==> src/rtl/hamming_secded_write_encoder.sv <==
// -----------------------------------------------------------------------------
// hamming_secded_write_encoder
//
// Purpose:
//   Encodes each accepted data byte into a 13-bit extended Hamming (SEC-DED)
//   codeword and buffers up to two encoded words for a downstream sink using
//   valid/ready handshakes on both sides. A one-shot error-injection mask can
//   be armed and is XORed into the next accepted codeword before buffering.
//   A wrapping counter reports how many output handshakes have completed.
//
// Ports:
//   clk          in   1      single clock, rising-edge active
//   rst          in   1      asynchronous, active-high reset
//   in_valid     in   1      source presents in_data
//   in_ready     out  1      block can accept a word this cycle (registered)
//   in_data      in   8      data byte to protect
//   out_valid    out  1      out_code holds a valid codeword (registered)
//   out_ready    in   1      sink accepts out_code this cycle
//   out_code     out  13     oldest buffered SEC-DED codeword
//   inj_arm      in   1      pulse that captures inj_mask
//   inj_mask     in   13     bit-flip mask applied to one future codeword
//   inj_pending  out  1      an armed mask waits for the next accepted word
//   word_count   out  CNT_W  number of completed output handshakes (wraps)
//
// Codeword layout: bit0 = overall even parity, bits 1/2/4/8 = p1/p2/p4/p8,
// data d0..d7 at bit positions 3,5,6,7,9,10,11,12.
// -----------------------------------------------------------------------------
module hamming_secded_write_encoder #(
    parameter int CNT_W = 16
) (
    input  logic             clk,
    input  logic             rst,
    input  logic             in_valid,
    output logic             in_ready,
    input  logic [7:0]       in_data,
    output logic             out_valid,
    input  logic             out_ready,
    output logic [12:0]      out_code,
    input  logic             inj_arm,
    input  logic [12:0]      inj_mask,
    output logic             inj_pending,
    output logic [CNT_W-1:0] word_count
);

    typedef enum logic [1:0] {
        ST_EMPTY = 2'd0,
        ST_ONE   = 2'd1,
        ST_FULL  = 2'd2
    } buf_state_t;

    buf_state_t        r_state;
    buf_state_t        w_state_nxt;

    // r_head is always the oldest word (drives out_code); r_tail the younger.
    logic [12:0]       r_head;
    logic [12:0]       r_tail;
    logic [12:0]       w_head_nxt;
    logic [12:0]       w_tail_nxt;

    logic              r_in_ready;
    logic              r_out_valid;
    logic              r_inj_pending;
    logic [12:0]       r_mask;
    logic [CNT_W-1:0]  r_word_count;

    logic              w_accept;
    logic              w_deliver;
    logic [12:0]       w_enc;
    logic [12:0]       w_store;

    // Extended Hamming(13,8) encoder: data placement, four parity bits, then
    // the overall parity bit that makes the full word even.
    function automatic logic [12:0] secded_encode(input logic [7:0] d);
        logic [12:0] c;
        c      = 13'd0;
        c[3]   = d[0];
        c[5]   = d[1];
        c[6]   = d[2];
        c[7]   = d[3];
        c[9]   = d[4];
        c[10]  = d[5];
        c[11]  = d[6];
        c[12]  = d[7];
        c[1]   = d[0] ^ d[1] ^ d[3] ^ d[4] ^ d[6];
        c[2]   = d[0] ^ d[2] ^ d[3] ^ d[5] ^ d[6];
        c[4]   = d[1] ^ d[2] ^ d[3] ^ d[7];
        c[8]   = d[4] ^ d[5] ^ d[6] ^ d[7];
        c[0]   = ^c[12:1];
        return c;
    endfunction

    assign w_accept  = in_valid & r_in_ready;
    assign w_deliver = r_out_valid & out_ready;
    assign w_enc     = secded_encode(in_data);

    // The pending mask (old value, even if re-armed this cycle) corrupts the
    // word being accepted; an idle shadow register leaves the word untouched.
    always_comb begin
        w_store = w_enc;
        if (r_inj_pending) begin
            w_store = w_enc ^ r_mask;
        end else begin
            w_store = w_enc;
        end
    end

    // Buffer next-state and storage update for the three occupancy states.
    always_comb begin
        w_state_nxt = r_state;
        w_head_nxt  = r_head;
        w_tail_nxt  = r_tail;
        case (r_state)
            ST_EMPTY: begin
                if (w_accept) begin
                    w_head_nxt  = w_store;
                    w_state_nxt = ST_ONE;
                end else begin
                    w_state_nxt = ST_EMPTY;
                end
            end
            ST_ONE: begin
                if (w_accept && w_deliver) begin
                    w_head_nxt  = w_store;
                    w_state_nxt = ST_ONE;
                end else if (w_accept) begin
                    w_tail_nxt  = w_store;
                    w_state_nxt = ST_FULL;
                end else if (w_deliver) begin
                    w_state_nxt = ST_EMPTY;
                end else begin
                    w_state_nxt = ST_ONE;
                end
            end
            ST_FULL: begin
                // in_ready is low while full, so only a delivery can occur.
                if (w_deliver) begin
                    w_head_nxt  = r_tail;
                    w_state_nxt = ST_ONE;
                end else begin
                    w_state_nxt = ST_FULL;
                end
            end
            default: begin
                w_state_nxt = ST_EMPTY;
            end
        endcase
    end

    // Buffer state, storage and the handshake flags derived from next occupancy.
    always_ff @(posedge clk or posedge rst) begin
        if (rst) begin
            r_state     <= ST_EMPTY;
            r_head      <= 13'd0;
            r_tail      <= 13'd0;
            r_in_ready  <= 1'b0;
            r_out_valid <= 1'b0;
        end else begin
            r_state     <= w_state_nxt;
            r_head      <= w_head_nxt;
            r_tail      <= w_tail_nxt;
            r_in_ready  <= (w_state_nxt != ST_FULL);
            r_out_valid <= (w_state_nxt != ST_EMPTY);
        end
    end

    // Injection shadow mask: arming wins over consumption, so arm+accept
    // keeps the flag set with the new mask loaded.
    always_ff @(posedge clk or posedge rst) begin
        if (rst) begin
            r_mask        <= 13'd0;
            r_inj_pending <= 1'b0;
        end else if (inj_arm) begin
            r_mask        <= inj_mask;
            r_inj_pending <= 1'b1;
        end else if (w_accept) begin
            r_inj_pending <= 1'b0;
        end else begin
            r_inj_pending <= r_inj_pending;
        end
    end

    // Output handshake counter, wraps naturally at 2^CNT_W.
    always_ff @(posedge clk or posedge rst) begin
        if (rst) begin
            r_word_count <= {CNT_W{1'b0}};
        end else if (w_deliver) begin
            r_word_count <= r_word_count + {{(CNT_W-1){1'b0}}, 1'b1};
        end else begin
            r_word_count <= r_word_count;
        end
    end

    assign in_ready    = r_in_ready;
    assign out_valid   = r_out_valid;
    assign out_code    = r_head;
    assign inj_pending = r_inj_pending;
    assign word_count  = r_word_count;

endmodule

==> config.mk <==
export PLATFORM = sky130hd
export DESIGN_NAME = hamming_secded_write_encoder
export DESIGN_NICKNAME = d
export VERILOG_FILES = /design/src/rtl/hamming_secded_write_encoder.sv
export SDC_FILE = /design/constraint.sdc
export NUM_CORES = 1
export LEC_CHECK = 0
export ABC_AREA = 0
export BUFFER_PORTS_ARGS = -buffer_cell sky130_fd_sc_hd__buf_2
export CAP_MARGIN = 5
export CORE_AREA = 2 2 89 65
export DETAILED_ROUTE_END_ITERATION = 16
export DIE_AREA = 0 0 91 67
export PLACE_DENSITY = 0.76
export REMOVE_ABC_BUFFERS = 1
export SLEW_MARGIN = 20
export SYNTH_ARGS = -nofsm -noshare
export SYNTH_HDL_FRONTEND = slang
export SYNTH_SLANG_ARGS = --single-unit
==> constraint.sdc <==
create_clock -name clk -period 2.7 [get_ports clk]
set_clock_uncertainty 0.15 [all_clocks]
set_input_delay 0.405 -clock clk [delete_from_list [all_inputs] [get_ports clk]]
set_output_delay 0.405 -clock clk [all_outputs]
set_load 0.005 [all_outputs]
# Word level (Yosys, flattened, before mapping)
# Index checks and enable logic that the tools add are counted.
dict set report totals {
  reg_bits 60
  latch_bits 0
  input_bits 26
  mem_bits_ro 0
  n_memories 0
  out_inout_bits 32
  ramBits 0
  wordCells 54
}
dict set report op_classes {
  n_div 0
  n_shift 0
  n_mux 13
  n_lt_le_gt_ge 0
  n_eq_ne 6
  addsub 1
  multipliers 0
  bitwise_logic 18
  reduce_logical 8
}
# cell n
set ops {}
lappend ops {{two-way mux 13 bit} 4}
lappend ops {{one-hot mux 13 bit (3 select lines)} 1}
lappend ops {{adder 16 x 1 -> 16 bit (second input constant)} 1}
lappend ops {{XOR 1 bit} 14}
lappend ops {{XOR 13 bit} 1}
lappend ops {{parity 12 bit} 1}
lappend ops {{!= test 2 bit (second input constant)} 4}
lappend ops {{two-way mux 2 bit} 3}
lappend ops {{one-hot mux 2 bit (3 select lines)} 1}
lappend ops {{two-way mux 1 bit} 4}
lappend ops {{AND reduction 4 bit} 1}
lappend ops {{nonzero test 2 bit} 2}
lappend ops {{AND reduction 3 bit} 1}
lappend ops {{nonzero test 3 bit} 1}
lappend ops {{bitwise AND 1 bit} 2}
lappend ops {{equality test 2 x 1 -> 1 bit (second input constant)} 1}
lappend ops {{equality test 2 bit (second input constant)} 1}
lappend ops {{logical NOT 2 bit} 1}
lappend ops {{logical AND 1 bit} 1}
lappend ops {{NOT 1 bit} 1}

# Logic depth before layout (Yosys ltp)
# Gate-level depths: netlist (run 1).
dict set report logic_depth {
  depth_word 9
  ltp_mapped 9
  ltp_nobuf 8
}

# Worst setup path before layout (run 1)
# No wires, ideal clock.
dict set report synth_timing {
  path_kind {register -> register}
  start {register r_out_valid, in the netlist out_valid}
  end {register r_head[1], in the netlist out_code[1]}
  synth_period_minus_slack_ns 1.976
  arrival_time_ns 1.707
  path_slack_ns 0.724
  setup_time_ns 0.118
  required_time_ns 2.432
  n_path_buf 1
  path_stages_with_launch 10
  cell_sequence {dfrtp_1 nand2_1 inv_1 ha_1 nand2_1 a21oi_1 a21oi_1 clkbuf_1 a211oi_1 a21o_1}
}
dict set report synth_via {
  elab_chain_len 4
  word_cells_on_any_way 5
  cone_classes {eq/ne (2); bitwise (1); reduce/logical (2)}
}
# item line_no
set synth_rtl {}
lappend synth_rtl {{start, declared} 61} ;# logic r_out_valid;
lappend synth_rtl {{start signal, assigned} 162} ;# r_out_valid <= (w_state_nxt != ST_EMPTY);
lappend synth_rtl {{bitwise AND 1 bit (*)} 93} ;# assign w_deliver = r_out_valid & out_ready;
lappend synth_rtl {{named net w_deliver} 67} ;# logic w_deliver;
lappend synth_rtl {{logical AND 1 bit} 122} ;# if (w_accept && w_deliver) begin
lappend synth_rtl {{!= test 2 bit (no source line)} --}
lappend synth_rtl {{AND reduction 4 bit (no source line) (*)} --}
lappend synth_rtl {{end signal, assigned} 159} ;# r_head <= w_head_nxt;
lappend synth_rtl {{end, declared} 55} ;# logic [12:0] r_head;
# Mark *: on every way through the listed nets, which the timed path passes. The rest lies on a longest branch.
# A chain may end at the register's enable or synchronous reset.

# Worst setup path after layout (run 1)
dict set report layout_timing {
  start {register r_out_valid, in the netlist out_valid}
  end {register r_head[8], in the netlist out_code[8]}
}
# The elaborated chain is that of the path after synthesis.

==> impl_metrics.env, run 1 <==
export IMPL_drt_iter0_markers=107
export IMPL_tritoncts_clock_tree="yes"
export IMPL_finalHoldViolations=0
export IMPL_worst_slew_pin_slew_ps=756.1
export IMPL_global_route_usage_total=0.2007
export IMPL_number_of_port_buffers=57
export IMPL_synth_distinct_cells=23
export IMPL_routabilityCongestion=0.7717
export IMPL_worst_slew_margin_rel=0.4960
export IMPL_wp_depth=8
export IMPL_p_leak_nw=1.663
export IMPL_layout_cells_most_common_list="sky130_fd_sc_hd__dfrtp_1, sky130_fd_sc_hd__buf_2, sky130_fd_sc_hd__nand2_1"
export IMPL_crit_path_max_delay_family="buffers and inverters"
export IMPL_final_core_utilization=0.6424
export IMPL_coreArea_um2=5175
export IMPL_r2r_cells=8
export IMPL_synthesis_yosys_warnings=0
export IMPL_layout_commonest_cell="sky130_fd_sc_hd__dfrtp_1"
export IMPL_die_area_um2=6097
export IMPL_cp_data_required_time_ps=2770
export IMPL_multi_input_gate_area_in_the_final_layout_um2=1190
export IMPL_p_r_area_growth_vs_syn_pct=21.49
export IMPL_power_density_nw_per_um2=944.3
export IMPL_total_number_of_placement_rows=22
export IMPL_clockRootBuffer="sky130_fd_sc_hd__clkbuf_8"
export IMPL_grt_max_degree=27
export IMPL_post_route_cells_drive_above_1_share=0.2870
export IMPL_synthesis_area_per_instance_um2=10.77
export IMPL_clk_pin_slew_worst_paths_ps=60
export IMPL_wirelength_um=5334
export IMPL_worst_r2r_startpoint="out_valid"
export IMPL_finalInstanceArea_um2=3324
export IMPL_yosysSeqAreaShare=0.5487
export IMPL_dieHeight_um=67
export IMPL_post_dp_hpwl_um=3965
export IMPL_vias=1949
export IMPL_post_route_period_util=0.7443
export IMPL_maximum_level_of_the_cts_h_tree=3
export IMPL_reg2reg_slack_ps=690
export IMPL_die_width_um=91
export IMPL_run_status="complete, no violations"
export IMPL_remaining_drc_errors=0
export IMPL_setup_violations_final=0
export IMPL_max_cap_violations=0
export IMPL_critPathBufInv=2
export IMPL_critPathArrivalTime_ps=2080
export IMPL_drt_first_pass_iters=4
export IMPL_startpoint="out_valid"
export IMPL_dpl_instance_area_um2=3112
export IMPL_critical_path_cell_chain="nand2_1, inv_1, ha_1, nand2_1, a21oi_1, a21oi_1, buf_4, mux2_2"
export IMPL_grt_pass1_wl_um=9087
export IMPL_synthesis_instances=254
export IMPL_cts_path_max_buffers=2
export IMPL_setup_worst_path_end="out_code[8]"
export IMPL_pins_over_slew_limit=0
export IMPL_path_class="reg -> reg"
export IMPL_irDropWorstVdd_uv=522.1
export IMPL_clkSinkCount=60
export IMPL_worstReg2RegEnd="out_code[8]"
export IMPL_start_kind="flip-flop"
export IMPL_first_global_vias=1847
export IMPL_seq_area_um2=1501
export IMPL_achievable_frequency_mhz=497.6
export IMPL_overflow=0
export IMPL_finalSetupTns_ps=0
export IMPL_antenna_found_initial=0
export IMPL_vias_per_cell=4.922
export IMPL_wl_per_cell_um=13.47
export IMPL_finalWorstPathRequiredPeriod_ps=2010
export IMPL_antennaDiodeCount=0
export IMPL_post_synth_instance_area_um2=2736
export IMPL_unrepaired_setup_endpoints_after_global_routing="no"
export IMPL_fillers=443
export IMPL_num_nets_final=348
export IMPL_finalNonFillerCells=396
export IMPL_placed_insts=379
export IMPL_critical_path_slowest_cell="sky130_fd_sc_hd__dfrtp_1"
export IMPL_final_antenna_net_count=0
export IMPL_crit_path_max_fanout=24
export IMPL_post_cts_resize_count=0
export IMPL_pin_count=58
export IMPL_cts_inserted_buffers=9
export IMPL_floorplan_initialDensity=0.5288
export IMPL_min_delay_path_class="in -> reg"
export IMPL_slowest_delay_ps=390
export IMPL_p_total_mw=3.139
export IMPL_clk_insertion_delay_late_ps=340
export IMPL_postSynthRegisterBits=60
export IMPL_worst_setup_path_end_kind="flip-flop"
[worst register-to-register path, cell delays in order, from the launching register on]
cell	delay [ps]
sky130_fd_sc_hd__dfrtp_1	390
sky130_fd_sc_hd__nand2_1	150
sky130_fd_sc_hd__inv_1	140
sky130_fd_sc_hd__ha_1	220
sky130_fd_sc_hd__nand2_1	60
sky130_fd_sc_hd__a21oi_1	60
sky130_fd_sc_hd__a21oi_1	110
sky130_fd_sc_hd__buf_4	260
sky130_fd_sc_hd__mux2_2	360
[registers in the layout, indices dropped and copies added (netlist names)]
register	count
in_ready	1
r_state	2
r_mask	13
r_tail	13
inj_pending	1
word_count	16
out_code	13
out_valid	1
[per-stage QoR]
step                worst slack (ps)  hold slack [ps]
floorplan                      249.5            294.7
global placement               616.6            281.2
detailed placement             548.7            279.4
CTS                            676.3            133.8
global route                   548.2            134.6
finish                         690.3            150.3
[power breakdown]
part | internal, mW | total (mW) | switching (mW)
registers | 1.18 | 1.36 | 0.180
clock network | 0.473 | 0.806 | 0.333
logic | 0.448 | 0.974 | 0.527
[cells by family after synthesis]
logic type	after synthesis	synth area share
and+or+nand+nor	81	0.1299
DFF	60	0.5487
AOI/OAI and AO/OA	42	0.08139
xor gates and xnor gates	40	0.1440
muxes	16	0.06584
buffers and inverters	12	0.01646
adders and majority gates	3	0.01372
[per-layer routing]
layer / vias to the layer above / global-route usage / wire, um
li1: 976 / - / -
met1: 928 / 0.2866 / 2682
met2: 38 / 0.2806 / 2350
met3: 7 / 0.05430 / 207
met4: 0 / 0.1023 / 93
met5: - / 0 / 0
[Yosys cell counts]
cell	number	area share
sky130_fd_sc_hd__dfrtp_1	60	0.55
sky130_fd_sc_hd__nor2_1	5	0.0069
sky130_fd_sc_hd__a211oi_1	2	0.0055
sky130_fd_sc_hd__nor3_1	1	0.0018
sky130_fd_sc_hd__inv_1	4	0.0055
sky130_fd_sc_hd__a21oi_1	6	0.011
sky130_fd_sc_hd__nor2b_1	2	0.0046
sky130_fd_sc_hd__nand3_1	4	0.0073
sky130_fd_sc_hd__xnor2_1	20	0.064
sky130_fd_sc_hd__and3_1	1	0.0023
sky130_fd_sc_hd__o21ai_0	31	0.057
sky130_fd_sc_hd__nand3b_1	2	0.0055
sky130_fd_sc_hd__nand2b_1	3	0.0069
sky130_fd_sc_hd__xnor3_1	1	0.0082
sky130_fd_sc_hd__nand2_1	56	0.077
sky130_fd_sc_hd__a21o_1	3	0.0082
sky130_fd_sc_hd__nand4_1	5	0.011
sky130_fd_sc_hd__xor3_1	2	0.017
sky130_fd_sc_hd__mux2_2	16	0.066
sky130_fd_sc_hd__ha_1	3	0.014
sky130_fd_sc_hd__clkbuf_1	8	0.011
sky130_fd_sc_hd__and4_1	2	0.0064
sky130_fd_sc_hd__xor2_1	17	0.054
[layout make-up]
| class | instances | area share |
|---|---|---|
| Multi-Input combinational cell | 182 | 0.3579 |
| Clock buffer | 12 | 0.04667 |
| Timing Repair Buffer | 62 | 0.09785 |
| Inverter | 4 | 0.004516 |
| Tap cell | 72 | 0.02710 |
| Sequential cell | 60 | 0.4516 |
| Clock inverter | 4 | 0.01430 |
[timing repair]
action,4_1_cts,5_1_grt
hold endpoints to repair,18,0
hold buffers,1,0
buffers inserted,0,0
[how the worst min path moves through the flow]
stage,startpoint,to,slack (ps),cells after the start
finish,inj_mask[2],r_mask[2],150,2
global route,inj_mask[8],r_mask[8],130,2
CTS,inj_mask[2],r_mask[2],130,2
detailed placement,rst,out_code[5],280,2
global placement,rst,out_code[5],280,2
floorplan,r_tail[10],r_tail[10],290,2
No activity file was read; power rests on OpenSTA's default activity.
==> inputs of run 2 (changes only) <==
- CORE_AREA: 2 2 89 65 -> 2 2 93 68
- DIE_AREA: 0 0 91 67 -> 0 0 95 70
- PLACE_DENSITY: 0.76 -> 0.73
- clock period: 2.7 -> 1.8 ns (I/O delays scaled with it)
==> impl_metrics.env, run 2 (same netlist as run 1, synthesis figures left out) <==
export IMPL_run_status="complete, no violations"
export IMPL_num_nets_final=364
export IMPL_power_density_nw_per_um2=1455
export IMPL_clockRootBuffer="sky130_fd_sc_hd__clkbuf_8"
export IMPL_worst_setup_path_end_kind="flip-flop"
export IMPL_layout_commonest_cell="sky130_fd_sc_hd__dfrtp_1"
export IMPL_worstReg2RegEnd="out_code[4]"
export IMPL_setup_ws_ps=30.64
export IMPL_clk_insertion_delay_late_ps=330
export IMPL_vias_per_cell=4.756
export IMPL_min_delay_path_class="in -> reg"
export IMPL_post_route_period_util=0.9830
export IMPL_p_leak_nw=1.771
export IMPL_first_global_vias=1910
export IMPL_grt_max_degree=61
export IMPL_r2r_cells=8
export IMPL_antenna_found_initial=0
export IMPL_max_cap_violations=0
export IMPL_clkSinkCount=60
export IMPL_irDropWorstVdd_uv=520.8
export IMPL_vias=1988
export IMPL_crit_path_max_fanout=7
export IMPL_post_dp_hpwl_um=3910
export IMPL_worst_hold_path_num_cells=2
export IMPL_pin_count=58
export IMPL_place_ws_ps=-147.8
export IMPL_power_spent_charging_and_discharging_nets_mw=1.654
export IMPL_overflow=0
export IMPL_pwr_share_comb=0.350
export IMPL_finalSetupTns_ps=0
export IMPL_setup_violations_final=0
export IMPL_antennaDiodeCount=0
export IMPL_reg2reg_slack_ps=30
export IMPL_grt_pass1_wl_um=9183
export IMPL_coreArea_um2=5916
export IMPL_pwr_share_seq=0.395
export IMPL_worst_r2r_startpoint="in_ready"
export IMPL_maximum_level_of_the_cts_h_tree=3
export IMPL_tritoncts_clock_tree="yes"
export IMPL_unrepaired_setup_endpoints_after_global_routing="yes"
export IMPL_cts_path_max_buffers=2
export IMPL_remaining_drc_errors=0
export IMPL_finalNonFillerCells=418
export IMPL_number_of_port_buffers=57
export IMPL_die_area_um2=6650
export IMPL_clk_pin_slew_worst_paths_ps=60
export IMPL_hold_end="r_mask[8]"
export IMPL_die_width_um=95
export IMPL_fraction_of_power_consumed_by_the_clock_network=0.255
export IMPL_critPathArrivalTime_ps=1830
export IMPL_layout_cells_most_common_list="sky130_fd_sc_hd__dfrtp_1, sky130_fd_sc_hd__buf_2, sky130_fd_sc_hd__nand2_1"
export IMPL_finalHoldViolations=0
export IMPL_wirelength_um=5644
export IMPL_cts_inserted_buffers=9
export IMPL_drt_iter0_markers=46
export IMPL_worst_slew_pin_slew_ps=323.6
export IMPL_wl_per_cell_um=13.50
export IMPL_cp_data_required_time_ps=1870
export IMPL_finalWorstPathRequiredPeriod_ps=1769
export IMPL_largest_reg_flops=16
export IMPL_routabilityCongestion=0.8265
export IMPL_post_route_cells_drive_above_1_share=0.3353
export IMPL_start_kind="flip-flop"
export IMPL_hold_path_startpoint="inj_mask[8]"
export IMPL_total_number_of_placement_rows=24
export IMPL_achievable_frequency_mhz=565.2
export IMPL_worst_slew_margin_rel=0.7842
export IMPL_dieHeight_um=70
export IMPL_drt_first_pass_iters=4
export IMPL_floorplan_initialDensity=0.4626
export IMPL_power_switching_share=0.3203
export IMPL_final_antenna_net_count=0
export IMPL_p_r_area_growth_vs_syn_pct=29.68
export IMPL_pins_over_slew_limit=0
export IMPL_placed_insts=397
export IMPL_path_class="reg -> reg"
export IMPL_global_route_usage_total=0.1818
export IMPL_intPower_mw=3.510
==> run 2: changes by cell type in the layout (fill, tap and decap cells not counted), sizes merged <==
| cell | delta |
|---|---|
| buf | +14 |
| bufinv | +1 |
| clkbuf | +2 |
| clkinv | -1 |
==> run 2: critical path, stage by stage (launching register included) <==
cell,delay [ps]
sky130_fd_sc_hd__dfrtp_1,400
sky130_fd_sc_hd__nand2_2,90
sky130_fd_sc_hd__inv_1,70
sky130_fd_sc_hd__ha_2,170
sky130_fd_sc_hd__nand2_2,70
sky130_fd_sc_hd__a21oi_2,50
sky130_fd_sc_hd__a21oi_1,110
sky130_fd_sc_hd__buf_4,200
sky130_fd_sc_hd__mux2_2,350
==> run 2: area by class of cell <==
class,count,area (um2)
inverters,4,15.01
flip-flops and latches,60,1501
well taps,78,97.59
multi-input cells,182,1211
repair buffers,78,505.5
clock inverters,4,72.57
fillers,529,2367
clock buffers,12,145.1
==> run 2: worst max-delay path by stage <==
| stage | from | end |
|---|---|---|
| 2_1_floorplan | out_valid | out_code[4] |
| 3_3_place_gp | in_data[6] | r_tail[0] |
| 3_5_place_dp | in_data[6] | r_tail[0] |
| 4_1_cts | in_ready | out_code[2] |
| 5_1_grt | in_ready | out_code[2] |
| 6_report | in_ready | out_code[4] |
==> run 2: metrics by stage <==
step / util / cell area [um2] / hold WS, ps / total power [mW]
after global routing: 0.5998 / 3548 / 1.061 / 5.570
final: 0.5998 / 3548 / 21.24 / 5.164
after CTS: 0.5861 / 3467 / 2.352 / 5.029
after floorplan: - / 2706 / 212.3 / 2.962
after global placement: 0.5467 / 3234 / 206.7 / 3.599
after detailed placement: 0.5467 / 3234 / 207.7 / 3.670
==> run 2: power by group through the flow <==
stage	sequential (mW)	combinational (mW)	clock [mW]
2_1_floorplan	2.04	0.925	0
3_3_place_gp	2.03	1.56	0
3_5_place_dp	2.06	1.61	0
4_1_cts	2.03	1.64	1.36
5_1_grt	2.09	2.06	1.42
6_report	2.04	1.81	1.32
==> run 2: repair_timing <==
action | in CTS | in global routing
gates cloned | 0 | 2
pin swaps | 0 | 2
gates resized for setup | 1 | 5
setup endpoints to repair | 1 | 9
buffers inserted | 0 | 2
endpoints found under the hold margin | 60 | 0
hold buffers | 1 | 0
==> run 2: metal layers <==
layer | track usage | vias up | share of wire
li1 | - | 1016 | -
met1 | 0.2678 | 930 | 0.49
met2 | 0.2522 | 36 | 0.45
met3 | 0.06796 | 6 | 0.045
met4 | 0.04831 | 0 | 0.012
met5 | 0 | - | 0
